`src/rtl/alu_ctrl_pkg.sv`:
```
// Shared definitions for the Add/NAND ALU sharing controller: FSM states,
// predicate and opcode encodings, and the predicate evaluation helper.
package alu_ctrl_pkg;

    localparam int W_DEF = 16;

    typedef enum logic [1:0] {
        IDLE = 2'd0,
        EXEC = 2'd1,
        RESP = 2'd2
    } state_t;

    typedef enum logic [1:0] {
        COND_ALWAYS = 2'b00,
        COND_C      = 2'b01,
        COND_Z      = 2'b10,
        COND_RSVD   = 2'b11
    } cond_t;

    localparam logic OP_NAND = 1'b0;
    localparam logic OP_ADD  = 1'b1;

    // The reserved code behaves like "always" so decode never has to trap it.
    function automatic logic pred_true(input cond_t cond, input logic c, input logic z);
        logic result;
        case (cond)
            COND_C:  result = c;
            COND_Z:  result = z;
            default: result = 1'b1;
        endcase
        return result;
    endfunction

endpackage

```
`src/rtl/alu_share_ctrl_if.sv`:
```
// Request/grant and response bundle between the two requesters, the
// response consumer and the ALU sharing controller.
interface alu_share_ctrl_if
    import alu_ctrl_pkg::*;
#(
    parameter int W = W_DEF
);

    logic         req0;
    logic         req1;
    logic         op0;
    logic         op1;
    logic [1:0]   cond0;
    logic [1:0]   cond1;
    logic         fwe0;
    logic         fwe1;
    logic [W-1:0] a0;
    logic [W-1:0] b0;
    logic [W-1:0] a1;
    logic [W-1:0] b1;
    logic         gnt0;
    logic         gnt1;

    logic         rsp_valid;
    logic         rsp_ready;
    logic         rsp_id;
    logic [W-1:0] rsp_result;
    logic         rsp_carry;
    logic         rsp_zero;
    logic         rsp_skipped;

    logic         c_flag;
    logic         z_flag;

    modport master (
        output req0, req1, op0, op1, cond0, cond1, fwe0, fwe1,
        output a0, b0, a1, b1,
        input  gnt0, gnt1,
        input  rsp_valid, rsp_id, rsp_result, rsp_carry, rsp_zero, rsp_skipped,
        output rsp_ready,
        input  c_flag, z_flag
    );

    modport slave (
        input  req0, req1, op0, op1, cond0, cond1, fwe0, fwe1,
        input  a0, b0, a1, b1,
        output gnt0, gnt1,
        output rsp_valid, rsp_id, rsp_result, rsp_carry, rsp_zero, rsp_skipped,
        input  rsp_ready,
        output c_flag, z_flag
    );

endinterface

```
`src/rtl/rr_arb2.sv`:
```
// Two-input round-robin picker; purely combinational, the caller owns the
// last-winner history bit.
module rr_arb2 (
    input  logic [1:0] req,
    input  logic       last,
    output logic [1:0] gnt
);

    // On contention the requester that did not win last time goes first.
    always_comb begin
        gnt = 2'b00;
        if (req == 2'b11) begin
            gnt = last ? 2'b01 : 2'b10;
        end else if (req[0]) begin
            gnt = 2'b01;
        end else if (req[1]) begin
            gnt = 2'b10;
        end
    end

endmodule

```
`src/rtl/alu_share_ctrl.sv`:
```
// Shares one Add/NAND ALU between two requesters: round-robin grant, operand
// capture, predicated execution against the C/Z flags, valid/ready response.
module alu_share_ctrl
    import alu_ctrl_pkg::*;
#(
    parameter int W = W_DEF
) (
    input  logic           clk,
    input  logic           reset,
    alu_share_ctrl_if.slave bus
);

    state_t       state_q;
    state_t       state_d;
    logic         last_q;
    logic [1:0]   arb_req;
    logic [1:0]   arb_gnt;
    logic         grant_en;
    logic         load_rsp;

    logic         cap_op;
    cond_t        cap_cond;
    logic         cap_fwe;
    logic         cap_id;
    logic [W-1:0] cap_a;
    logic [W-1:0] cap_b;

    logic [W:0]   sum_wide;
    logic [W-1:0] alu_result;
    logic         alu_carry;
    logic         alu_zero;
    logic         exec_ok;

    logic         rsp_id_q;
    logic [W-1:0] rsp_result_q;
    logic         rsp_carry_q;
    logic         rsp_zero_q;
    logic         rsp_skipped_q;
    logic         c_q;
    logic         z_q;

    assign arb_req = {bus.req1, bus.req0};

    rr_arb2 u_arb (
        .req  (arb_req),
        .last (last_q),
        .gnt  (arb_gnt)
    );

    always_ff @(posedge clk or posedge reset) begin
        if (reset) begin
            state_q <= IDLE;
        end else begin
            state_q <= state_d;
        end
    end

    // Grants exist only in IDLE, so requests raised during EXEC/RESP simply wait.
    always_comb begin
        state_d  = state_q;
        grant_en = 1'b0;
        load_rsp = 1'b0;
        bus.gnt0 = 1'b0;
        bus.gnt1 = 1'b0;
        case (state_q)
            IDLE: begin
                if (|arb_req) begin
                    grant_en = 1'b1;
                    bus.gnt0 = arb_gnt[0];
                    bus.gnt1 = arb_gnt[1];
                    state_d  = EXEC;
                end
            end
            EXEC: begin
                load_rsp = 1'b1;
                state_d  = RESP;
            end
            RESP: begin
                if (bus.rsp_ready) begin
                    state_d = IDLE;
                end
            end
            default: begin
                state_d = IDLE;
            end
        endcase
    end

    // Reset history favours requester 0 on the first contested grant.
    always_ff @(posedge clk or posedge reset) begin
        if (reset) begin
            last_q   <= 1'b1;
            cap_op   <= OP_NAND;
            cap_cond <= COND_ALWAYS;
            cap_fwe  <= 1'b0;
            cap_id   <= 1'b0;
            cap_a    <= '0;
            cap_b    <= '0;
        end else if (grant_en) begin
            if (arb_gnt[1]) begin
                last_q   <= 1'b1;
                cap_id   <= 1'b1;
                cap_op   <= bus.op1;
                cap_cond <= cond_t'(bus.cond1);
                cap_fwe  <= bus.fwe1;
                cap_a    <= bus.a1;
                cap_b    <= bus.b1;
            end else begin
                last_q   <= 1'b0;
                cap_id   <= 1'b0;
                cap_op   <= bus.op0;
                cap_cond <= cond_t'(bus.cond0);
                cap_fwe  <= bus.fwe0;
                cap_a    <= bus.a0;
                cap_b    <= bus.b0;
            end
        end
    end

    always_comb begin
        sum_wide = {1'b0, cap_a} + {1'b0, cap_b};
        exec_ok  = pred_true(cap_cond, c_q, z_q);
        if (cap_op == OP_ADD) begin
            alu_result = sum_wide[W-1:0];
            alu_carry  = sum_wide[W];
        end else begin
            alu_result = ~(cap_a & cap_b);
            alu_carry  = 1'b0;
        end
        alu_zero = ~|alu_result;
    end

    // A skipped operation reports all-zero results and leaves the flags alone.
    always_ff @(posedge clk or posedge reset) begin
        if (reset) begin
            rsp_id_q      <= 1'b0;
            rsp_result_q  <= '0;
            rsp_carry_q   <= 1'b0;
            rsp_zero_q    <= 1'b0;
            rsp_skipped_q <= 1'b0;
        end else if (load_rsp) begin
            rsp_id_q <= cap_id;
            if (exec_ok) begin
                rsp_result_q  <= alu_result;
                rsp_carry_q   <= alu_carry;
                rsp_zero_q    <= alu_zero;
                rsp_skipped_q <= 1'b0;
            end else begin
                rsp_result_q  <= '0;
                rsp_carry_q   <= 1'b0;
                rsp_zero_q    <= 1'b0;
                rsp_skipped_q <= 1'b1;
            end
        end
    end

    // NAND never disturbs carry, so a later ADC still sees the last add's carry.
    always_ff @(posedge clk or posedge reset) begin
        if (reset) begin
            c_q <= 1'b0;
            z_q <= 1'b0;
        end else if (load_rsp && exec_ok && cap_fwe) begin
            z_q <= alu_zero;
            if (cap_op == OP_ADD) begin
                c_q <= alu_carry;
            end
        end
    end

    assign bus.rsp_valid   = (state_q == RESP);
    assign bus.rsp_id      = rsp_id_q;
    assign bus.rsp_result  = rsp_result_q;
    assign bus.rsp_carry   = rsp_carry_q;
    assign bus.rsp_zero    = rsp_zero_q;
    assign bus.rsp_skipped = rsp_skipped_q;
    assign bus.c_flag      = c_q;
    assign bus.z_flag      = z_q;

endmodule

```
`src/flat_wrapper.sv`:
```
// flat-port wrapper written by rule: the top's interface ports become plain ports
module alu_share_ctrl_flat import alu_ctrl_pkg::*;
#(
    parameter int W = W_DEF
)
  (clk, reset, bus_req0, bus_req1, bus_op0, bus_op1, bus_cond0, bus_cond1, bus_fwe0, bus_fwe1, bus_a0, bus_b0, bus_a1, bus_b1, bus_gnt0, bus_gnt1, bus_rsp_valid, bus_rsp_id, bus_rsp_result, bus_rsp_carry, bus_rsp_zero, bus_rsp_skipped, bus_rsp_ready, bus_c_flag, bus_z_flag);
  alu_share_ctrl_if #(.W(W)) bus_i ();
  input  logic clk;
  input  logic reset;
  input wire logic [$bits(bus_i.req0)-1:0] bus_req0;
  input wire logic [$bits(bus_i.req1)-1:0] bus_req1;
  input wire logic [$bits(bus_i.op0)-1:0] bus_op0;
  input wire logic [$bits(bus_i.op1)-1:0] bus_op1;
  input wire logic [$bits(bus_i.cond0)-1:0] bus_cond0;
  input wire logic [$bits(bus_i.cond1)-1:0] bus_cond1;
  input wire logic [$bits(bus_i.fwe0)-1:0] bus_fwe0;
  input wire logic [$bits(bus_i.fwe1)-1:0] bus_fwe1;
  input wire logic [$bits(bus_i.a0)-1:0] bus_a0;
  input wire logic [$bits(bus_i.b0)-1:0] bus_b0;
  input wire logic [$bits(bus_i.a1)-1:0] bus_a1;
  input wire logic [$bits(bus_i.b1)-1:0] bus_b1;
  output wire logic [$bits(bus_i.gnt0)-1:0] bus_gnt0;
  output wire logic [$bits(bus_i.gnt1)-1:0] bus_gnt1;
  output wire logic [$bits(bus_i.rsp_valid)-1:0] bus_rsp_valid;
  output wire logic [$bits(bus_i.rsp_id)-1:0] bus_rsp_id;
  output wire logic [$bits(bus_i.rsp_result)-1:0] bus_rsp_result;
  output wire logic [$bits(bus_i.rsp_carry)-1:0] bus_rsp_carry;
  output wire logic [$bits(bus_i.rsp_zero)-1:0] bus_rsp_zero;
  output wire logic [$bits(bus_i.rsp_skipped)-1:0] bus_rsp_skipped;
  input wire logic [$bits(bus_i.rsp_ready)-1:0] bus_rsp_ready;
  output wire logic [$bits(bus_i.c_flag)-1:0] bus_c_flag;
  output wire logic [$bits(bus_i.z_flag)-1:0] bus_z_flag;
  assign bus_i.req0 = bus_req0;
  assign bus_i.req1 = bus_req1;
  assign bus_i.op0 = bus_op0;
  assign bus_i.op1 = bus_op1;
  assign bus_i.cond0 = bus_cond0;
  assign bus_i.cond1 = bus_cond1;
  assign bus_i.fwe0 = bus_fwe0;
  assign bus_i.fwe1 = bus_fwe1;
  assign bus_i.a0 = bus_a0;
  assign bus_i.b0 = bus_b0;
  assign bus_i.a1 = bus_a1;
  assign bus_i.b1 = bus_b1;
  assign bus_gnt0 = bus_i.gnt0;
  assign bus_gnt1 = bus_i.gnt1;
  assign bus_rsp_valid = bus_i.rsp_valid;
  assign bus_rsp_id = bus_i.rsp_id;
  assign bus_rsp_result = bus_i.rsp_result;
  assign bus_rsp_carry = bus_i.rsp_carry;
  assign bus_rsp_zero = bus_i.rsp_zero;
  assign bus_rsp_skipped = bus_i.rsp_skipped;
  assign bus_i.rsp_ready = bus_rsp_ready;
  assign bus_c_flag = bus_i.c_flag;
  assign bus_z_flag = bus_i.z_flag;
  alu_share_ctrl #(.W(W)) u_core (.clk(clk), .reset(reset), .bus(bus_i));
endmodule
```
`config.mk`:
```
export PLATFORM = sky130hd
export DESIGN_NAME = alu_share_ctrl_flat
export DESIGN_NICKNAME = d
export VERILOG_FILES = /design/src/rtl/alu_ctrl_pkg.sv /design/src/rtl/alu_share_ctrl_if.sv /design/src/rtl/rr_arb2.sv /design/src/rtl/alu_share_ctrl.sv /design/src/flat_wrapper.sv
export SDC_FILE = /design/constraint.sdc
export NUM_CORES = 1
export LEC_CHECK = 0
export ABC_AREA = 1
export BUFFER_PORTS_ARGS = -buffer_cell sky130_fd_sc_hd__buf_2
export CAP_MARGIN = 10
export CORE_MARGIN = 4
export CORE_UTILIZATION = 45
export CTS_BUF_LIST = sky130_fd_sc_hd__clkbuf_4 sky130_fd_sc_hd__clkbuf_8
export CTS_CLUSTER_SIZE = 25
export DETAILED_ROUTE_END_ITERATION = 8
export PLACE_DENSITY = 0.78
export SYNTH_ARGS = -nofsm -noshare
export SYNTH_HDL_FRONTEND = slang
export SYNTH_SLANG_ARGS = --single-unit
export TNS_END_PERCENT = 5
```
`constraint.sdc`:
```
create_clock -name clk -period 4.25 [get_ports clk]
set_input_delay 0.6375 -clock clk [delete_from_list [all_inputs] [get_ports clk]]
set_output_delay 0.6375 -clock clk [all_outputs]
set_load 0.005 [all_outputs]
```
==> key figures <==
CTS
  – Clock slew at reported path FFs: 0.08 ns
  – CTS root buf: clkbuf_8
  – Postcts setup bufs: 0
  – # resized after CTS: 0
  – Inserted Clock Buffers: 9
  – CTS tree: done
  – Max Buffers Root-to-Sink: 2
  – Worst skew pair latency: 0.35 ns
  – Sink Count: 62
  – Hold Buf Count CTS: 0
  – # H-tree levels: 3

Status
  – Status: finished, final reports clean

Critical path
  – CP Capture Type: flop
  – Setup Crit Path Kind: reg2reg
  – Setup crit start kind: flop
  – Critical Path RT: 4.45 ns
  – Arr. time, crit path: 2.59 ns
  – R2R Path End: u_core.cap_cond[0]
  – Worst r2r path cells: 6
  – Crit. Startpoint: u_core.last_q
  – Critical Path Fanout Max: 38
  – Reg2reg start: u_core.last_q
  – CP endpoint: u_core.cap_cond[0]
  – R2r setup slk: 1.86 ns

Cells and area
  – Antenna fix cells: 0
  – Register area: 1550 µm²
  – Most frequent cells in the layout: nand2_1 (185), buf_2 (101), o21ai_0 (86)
  – Most common cell after layout, fill and taps aside: nand2_1
  – Layout Nets: 766
  – Filler cells: 836
  – Final core utilization: 56.2%
  – Finished Cell Area: 4680 µm²
  – Synthesis-to-layout area growth: 19.2%
  – Multi-input gate area: 2050 µm²
  – Layout cell share with drive strength beyond 1: 20.2%

Drt
  – Initial DRT Pass Iterations: 5
  – Vias: 3895
  – Post-DRT Antenna Nets: 0
  – Drt wl/cell: 12.5 µm
  – Overall routed net length: 9770 µm
  – DRC viols: 0
  – DR iter-0 viols: 241
  – Drt via density: 5.00

Place
  – Dpl hpwl: 7540 µm
  – Buffers on Ports: 101
  – Final GP Congestion: 0.863
  – DP Area: 4510 µm²
  – Setup WS pre-CTS: 1.64 ns

Power and ir drop
  – Leak: 2.60 nW
  – Overall power: 3.81 mW
  – Switching power of the nets: 1.91 mW
  – Seq pwr share: 28.1%
  – Clock Power Share: 12.1%
  – Peak supply drop: 0.340 mV
  – Power per cell area: 814 nW/µm²
  – Comb power frac: 59.8%
  – P_int: 1.90 mW
  – Sw frac: 50.1%

Global routing
  – GRT Total Usage: 20.0%
  – Pin count of the biggest net entering global routing: 63
  – Gr ovfl total: 0
  – Antenna violations before repair: 0
  – Global-route wire length before repair: 16600 µm
  – Number of global-route vias before repair: 3773

Floorplanning
  – Top Ports: 102
  – CORE AREA: 8340 µm²
  – Row cnt: 33
  – Die X: 101 µm
  – Die Height: 101 µm
  – Die ar.: 10300 µm²
  – Initial core utilization: 47.1%

Logic synthesis
  – Asr flop ratio synth: 100%
  – Synth cell types: 29
  – Sequential cell area fraction in the yosys report: 39.5%
  – Post-synth EDFFs: 0
  – Top-area cell type share of the netlist area: 38.9%
  – YS warnings: 0
  – Synthesized area: 3930 µm²
  – Post-Syn Nets: 671
  – Synthesized instance count: 574
  – Seq cells post-synth: 62
  – Yosys top cell by area: dfrtp_1
  – Ys flop type: dfrtp_1
  – Largest cells by area after synthesis: dfrtp_1 (39%), nand2_1 (18%), o21ai_0 (11%), inv_1 (6.1%), ha_1 (6.1%)
  – Mean Syn Cell Area: 6.84 µm²

STA
  – Peak Freq: 418 MHz
  – Fin worst setup slack: 1.86 ns
  – Clock skew: 0.0152 ns
  – Measured slew at the worst slew-check pin: 0.999 ns
  – Normalized max-slew margin: 33.3%
  – Final worst path period need: 2.39 ns
  – Final setup fails: 0
  – Setup TNS: 0 ns
  – Final Slew Violations: 0
  – RSZ-0062 raised after global routing: false
  – Final Hold Fails: 0
  – Final Cycle Share: 56.3%

Run
  – Total of max-cap violations: 0

Worst hold path
  – Worst Hold Class: reg2reg
## power by group through the flow
stage                     sequential [mW]  clock (mW)  combinational [mW]
after floorplan                      1.02           0                1.74
after global placement               1.07           0                2.20
after detailed placement             1.08           0                2.27
after CTS                            1.07       0.470                2.28
after global routing                 1.11       0.500                2.65
final                                1.07       0.460                2.28
## per-layer routing
layer | vias up | share of wire, % | GRT usage, %
li1 | 2030 | - | -
met1 | 1727 | 47 | 26.8
met5 | - | 0 | 0
met2 | 120 | 45 | 32.2
met3 | 18 | 5.8 | 3.51
met4 | 0 | 2.0 | 7.77
## layout make-up
cell class	count	area share [%]
clock inverters	7	1.07
multi-input cells	425	43.7
well taps	105	2.81
repair buffers	104	11.3
clock buffers	9	2.64
flip-flops and latches	62	33.2
inverters	67	5.37
## synth_stat cells, types with 8 or more instances
cell / instances
nand3_1: 32
ha_1: 19
nand2_1: 185
dfrtp_1: 61
a21oi_1: 8
nor2_1: 62
inv_1: 64
clkbuf_1: 17
o21ai_0: 86
## how the worst min path moves through the flow
stage                     cells after the start                  endpoint  slack (ns)                     start
after floorplan                               2             u_core.last_q        0.45             u_core.last_q
after global placement                        2  u_core.bus.rsp_result[0]        0.46  u_core.bus.rsp_result[0]
after detailed placement                      2       u_core.bus.rsp_zero        0.46       u_core.bus.rsp_zero
after CTS                                     1  u_core.bus.rsp_result[3]        0.48  u_core.bus.rsp_result[3]
after global routing                          1  u_core.bus.rsp_result[3]        0.49  u_core.bus.rsp_result[3]
final                                         1  u_core.bus.rsp_result[3]        0.47  u_core.bus.rsp_result[3]
## logic make-up after synthesis
logic type | synth area share (%)
simple gates | 30.5
compound gates | 14.7
buf+inv | 8.47
flops | 39.5
fa+ha+maj | 6.56
mux | 0.287
## worst max-delay path, stage by stage, from the launching register on
cell	delay (ns)
dfstp_2	0.54
nand2_1	0.05
nand2_1	0.05
buf_4	0.30
clkinv_1	0.85
nor2_1	0.32
o22ai_1	0.12
## sequential cells by signal (all words and copies together), names as in the netlist
| name | cells |
|---|---|
| u_core.bus.rsp_result | 16 |
| u_core.cap_a | 16 |
| u_core.cap_b | 16 |
| u_core.cap_cond | 2 |
| u_core.state_q | 2 |
| u_core.bus.c_flag | 1 |
| u_core.bus.rsp_carry | 1 |
| u_core.bus.rsp_id | 1 |
| u_core.bus.rsp_skipped | 1 |
| u_core.bus.rsp_zero | 1 |
| u_core.bus.z_flag | 1 |
| u_core.cap_fwe | 1 |
| u_core.cap_id | 1 |
| u_core.cap_op | 1 |
| u_core.last_q | 1 |
## per-stage QoR
step | hold WS (ns) | instances
floorplan | 0.454 | 574
global placement | 0.463 | 763
detailed placement | 0.465 | 763
CTS | 0.480 | 779
global route | 0.492 | 779
finish | 0.472 | 779
Note: power is estimated with default switching activity, not from simulation.
